===== src/rtl/stream_fifo_reg.sv =====
`default_nettype none
// ============================================================================
// Module   : stream_fifo_reg
// Brief    : Valid/ready FIFO with fully registered handshake outputs, fill
//            level, almost-full flag and synchronous flush.
// Revision : 1.0
// ============================================================================
module stream_fifo_reg #(
  parameter int DATA_WIDTH = 32,
  parameter int DEPTH      = 4,
  parameter int AFULL_LVL  = DEPTH - 1,
  parameter int CNT_W      = $clog2(DEPTH + 1)
) (
  input  logic                  clk,
  input  logic                  rst,
  input  logic                  flush,
  input  logic [DATA_WIDTH-1:0] up_bus,
  input  logic                  up_val,
  output logic                  up_rdy,
  output logic [DATA_WIDTH-1:0] dn_bus,
  output logic                  dn_val,
  input  logic                  dn_rdy,
  output logic [CNT_W-1:0]      level,
  output logic                  afull
);

  localparam int               PTR_W   = $clog2(DEPTH);
  localparam logic [CNT_W-1:0] C_DEPTH = CNT_W'(DEPTH);
  localparam logic [CNT_W-1:0] C_AFULL = CNT_W'(AFULL_LVL);
  localparam logic [CNT_W-1:0] C_ONE   = CNT_W'(1);
  localparam logic [PTR_W-1:0] C_LAST  = PTR_W'(DEPTH - 1);
  localparam logic [PTR_W-1:0] C_PINC  = PTR_W'(1);

  logic [DATA_WIDTH-1:0] mem_q [DEPTH];
  logic [PTR_W-1:0]      wr_ptr_q, wr_ptr_d;
  logic [PTR_W-1:0]      rd_ptr_q, rd_ptr_d;
  logic [CNT_W-1:0]      level_q, level_d;
  logic [DATA_WIDTH-1:0] dn_bus_q, dn_bus_d;
  logic                  up_rdy_q, dn_val_q, afull_q;
  logic                  push, pop, head_from_up;

  always_comb begin
    push         = up_val & up_rdy_q;
    pop          = dn_val_q & dn_rdy;
    wr_ptr_d     = wr_ptr_q;
    rd_ptr_d     = rd_ptr_q;
    level_d      = level_q;
    dn_bus_d     = dn_bus_q;
    // No older word remains after this edge, so the next head can only be the incoming one
    head_from_up = (level_q == '0) || (pop && (level_q == C_ONE));

    if (push) wr_ptr_d = (wr_ptr_q == C_LAST) ? '0 : wr_ptr_q + C_PINC;
    if (pop)  rd_ptr_d = (rd_ptr_q == C_LAST) ? '0 : rd_ptr_q + C_PINC;

    case ({push, pop})
      2'b10:   level_d = level_q + C_ONE;
      2'b01:   level_d = level_q - C_ONE;
      default: level_d = level_q;
    endcase

    if (pop || (level_q == '0)) begin
      dn_bus_d = head_from_up ? up_bus : mem_q[rd_ptr_d];
    end
  end

  always_ff @(posedge clk) begin
    if (rst) begin
      up_rdy_q <= 1'b0;
      dn_val_q <= 1'b0;
      afull_q  <= 1'b0;
      level_q  <= '0;
      wr_ptr_q <= '0;
      rd_ptr_q <= '0;
      dn_bus_q <= '0;
    end else if (flush) begin
      up_rdy_q <= 1'b1;
      dn_val_q <= 1'b0;
      afull_q  <= 1'b0;
      level_q  <= '0;
      wr_ptr_q <= '0;
      rd_ptr_q <= '0;
    end else begin
      up_rdy_q <= (level_d != C_DEPTH);
      dn_val_q <= (level_d != '0);
      afull_q  <= (level_d >= C_AFULL);
      level_q  <= level_d;
      wr_ptr_q <= wr_ptr_d;
      rd_ptr_q <= rd_ptr_d;
      dn_bus_q <= dn_bus_d;
    end
  end

  always_ff @(posedge clk) begin
    if (push && !rst && !flush) begin
      mem_q[wr_ptr_q] <= up_bus;
    end
  end

  assign up_rdy = up_rdy_q;
  assign dn_val = dn_val_q;
  assign dn_bus = dn_bus_q;
  assign level  = level_q;
  assign afull  = afull_q;

endmodule
`default_nettype wire


===== config.mk =====
export PLATFORM = sky130hd
export DESIGN_NAME = stream_fifo_reg
export DESIGN_NICKNAME = d
export VERILOG_FILES = /design/src/rtl/stream_fifo_reg.sv
export SDC_FILE = /design/constraint.sdc
export NUM_CORES = 1
export LEC_CHECK = 0
export BUFFER_PORTS_ARGS = -buffer_cell sky130_fd_sc_hd__buf_2
export CELL_PAD_IN_SITES_DETAIL_PLACEMENT = 2
export CELL_PAD_IN_SITES_GLOBAL_PLACEMENT = 2
export CORE_UTILIZATION = 35
export CTS_BUF_LIST = sky130_fd_sc_hd__clkbuf_4 sky130_fd_sc_hd__clkbuf_8
export CTS_CLUSTER_SIZE = 14
export DETAILED_ROUTE_END_ITERATION = 16
export MAX_ROUTING_LAYER = met4
export PLACE_DENSITY = 0.68
export SETUP_SLACK_MARGIN = 0.2
export SKIP_LAST_GASP = 1
export SYNTH_ARGS = -nofsm -noshare
export SYNTH_HDL_FRONTEND = slang
export SYNTH_SLANG_ARGS = --single-unit

===== constraint.sdc =====
create_clock -name clk -period 4.6 [get_ports clk]
set_input_delay 1.15 -clock clk [delete_from_list [all_inputs] [get_ports clk]]
set_output_delay 1.15 -clock clk [all_outputs]
set_load 0.01 [all_outputs]

==> metrics.csv <==
stage;metric;value;unit
cts;clk_latency;460;ps
sta;fmax;0.321;GHz
logic_synthesis;synthSimpleGateAreaFrac;12.2;%
floorplanning;die-area;22400;um2
sta;setup_ws;1480;ps
route;final_antenna_net_count;0;
hold_path;hold_end;rd_ptr_q[1]$_SDFF_PP0_;
cts;cts_hold_buf;0;
cts;cts_buffers;17;
floorplanning;dieWidth;150;um
logic_synthesis;synth_ff_type;edfxtp_1;
sta;final-max-slew-violation-count;0;
cts;postCtsSetupRepairBufs;0;
sta;period_needed;3120;ps
cts;cts_sinks;170;
logic_synthesis;ys_types;42;
setup_path;worstSetupStartpointType;primary input;
setup_path;ff2ff_path_depth;7;
cts;clk_pin_slew;90;ps
cts;h-tree-depth;4;
sta;min_period_over_period;67.8;%
setup_path;rr_startpoint;dn_val$_SDFF_PP0_;
global_routing;grt_overflow;0;
sta;setup_viol;0;
route;viasPerCell;5.62;
power;irDropWorstVdd;0.171;mV
cts;cts.repair.resized;0;
sta;slew_headroom;35.3;%
logic_synthesis;ys_warn_count;0;
floorplanning;ios;75;
finish;nNetsFinal;683;
logic_synthesis;syn-num-nets;624;
sta;hold_viol_final;0;
sta;tightest_slew;971;ps
floorplanning;die_y;150;um
hold_path;hold_path_startpoint;rd_ptr_q[1]$_SDFF_PP0_;
logic_synthesis;syn_inst;576;
logic_synthesis;syn-cell-area;7640;um2
setup_path;r2r-end;dn_bus[12]$_SDFFE_PP0P_;
logic_synthesis;synth_compound_area_share;16.1;%
global_routing;grt_max_degree;98;
sta;skew;11.5;ps
sta;rsz0062_at_grt;no;
logic_synthesis;yosys.area_share.adder;1.80;%
finish;antennaDiodeCount;0;
setup_path;crit_arrival;3440;ps
hold_path;worst_hold_path.num_cells;2;
route;drt_iter0_markers;194;
route;drc;0;
sta;finalSetupTns;0;ps
place;portBuffers;74;
cts;cts-root-buf;clkbuf_8;
setup_path;critPathCaptureType;flop;
logic_synthesis;async_flop_share;0;%
logic_synthesis;synth_seq_cells;170;
power;p_leak;0.00331;uW
global_routing;grt_pass1_vias;5808;
place;post-dp-hpwl;12600;um
finish;drive_above_1_share;24.8;%
setup_path;cp.required;4920;ps
route;vias;5183;
route;wire_per_inst;22.8;um
route;first_pass_iters;4;
logic_synthesis;synth_top_family_by_area;compound AO/OA/AOI/OAI gates;
place;place_ws;1020;ps
global_routing;grt_usage;20.2;%
logic_synthesis;ys_seq_area_share;61.3;%
cts;clockBufferDepth;2;
setup_path;r2r_slack;2040;ps
job;drv_cap;0;
setup_path;cp_max_fo;36;
cts;cts_tree;yes;
logic_synthesis;synth_mux_area_share;4.62;%
global_routing;antenna_found_initial;0;
logic_synthesis;synth-xor-area-share;0;%
setup_path;crit_type;primary input to flop;
hold_path;hold_path.class;flop to flop;
floorplanning;coreArea;21200;um2
logic_synthesis;syn_avg_cell_area;13.3;um2
floorplanning;num_rows;53;
route;wirelength;21000;um
power;power.density;348;nW/um2
finish;area_growth;12.9;%
logic_synthesis;synth-edff-count;128;
global_routing;grt_pass1_wl;32600;um
floorplanning;start_util;36.0;%
outcome;outcome;completed;
place;place.gp.congestion;0.699;
-- cell usage in the layout, fill, tap and decap left out, drive strengths merged, types with 2 or more instances in the layout --
master	instances
nor2	73
ha	11
nand2	8
nor2b	33
o22ai	32
o21ai	3
clkbuf	18
and2	2
edfxtp	128
and3	4
bufinv	3
a21oi	5
and4	32
clkinv	8
mux2i	34
nor3	2
a221oi	32
buf	88
a31oi	33
o31a	32
inv	11
dfxtp	42
-- Yosys cell counts (7+ instances only) --
library cell / instances / area (um2)
edfxtp_1: 128 / 3840
nor2_1: 73 / 274
dfxtp_1: 42 / 841
a31oi_1: 33 / 206
mux2i_1: 33 / 330
nor2b_1: 33 / 206
and4_1: 32 / 280
o22ai_1: 32 / 200
o31a_1: 32 / 280
a221oi_2: 30 / 450
clkbuf_1: 24 / 90.1
buf_2: 11 / 55.1
ha_1: 11 / 138
inv_1: 8 / 30.0
nand2_1: 8 / 30.0
buf_4: 7 / 52.6
-- state kept, by name (all words and copies together) (netlist names) --
register / count
rd_ptr_q: 2
up_rdy: 1
dn_bus: 32
level: 3
dn_val: 1
mem_q: 128
afull: 1
wr_ptr_q: 2
-- kinds of logic (layout without fill, tap and decap cells) --
kind of cell | Yosys count | count (layout)
compound gates | 141 | 141
fa+ha+maj | 11 | 11
buf+inv | 57 | 129
flops | 170 | 170
mux | 34 | 34
simple gates | 163 | 163
-- worst max-delay path by stage --
stage                     depth (start not counted)                 endpoint  slack, ps    from
after global routing                              7   dn_bus[6]$_SDFFE_PP0P_       1380  dn_rdy
after detailed placement                          7   dn_bus[3]$_SDFFE_PP0P_       1020  dn_rdy
final                                             7  dn_bus[12]$_SDFFE_PP0P_       1480  dn_rdy
after floorplan                                   3    mem_q[0][0]$_DFFE_PP_       1840     rst
after global placement                            7  dn_bus[31]$_SDFFE_PP0P_       1100  dn_rdy
after CTS                                         7  dn_bus[12]$_SDFFE_PP0P_       1510  dn_rdy
-- where the power goes --
group	switching (uW)	internal [uW]
Clock	568	547
Sequential	15.6	1680
Combinational	121	78.3
Total	705	2300
-- layout make-up --
| class | count | area [um2] |
|---|---|---|
| sequential | 170 | 4690 |
| tap | 275 | 344 |
| multi-input combinational | 349 | 2670 |
| inverter | 9 | 33.8 |
| timing repair buffer | 88 | 488 |
| fill | 2145 | 12600 |
| clock inverter | 14 | 171 |
| clock buffer | 18 | 241 |
-- per-stage QoR --
stage	hold slack (ps)	total power [uW]	util [%]	instances	cell area, um2
floorplan	440	1830	-	576	7640
global placement	458	1920	38.7	891	8220
detailed placement	475	1930	38.7	891	8220
CTS	490	3050	40.7	923	8630
global route	506	3120	40.7	923	8630
finish	482	3010	40.7	923	8630
-- critical path: stages --
cell and delay (ps):
buf_2 510, and2_2 310, inv_2 220, mux2i_4 540
buf_12 320, mux2i_1 270, a221oi_2 90
-- routing by layer --
metal,routed length (um),global-route usage [%]
met2,10900,35.4
met3,655,3.20
met5,0,-
met1,9160,23.5
met4,293,6.46
(Power assumes the default switching activity.)
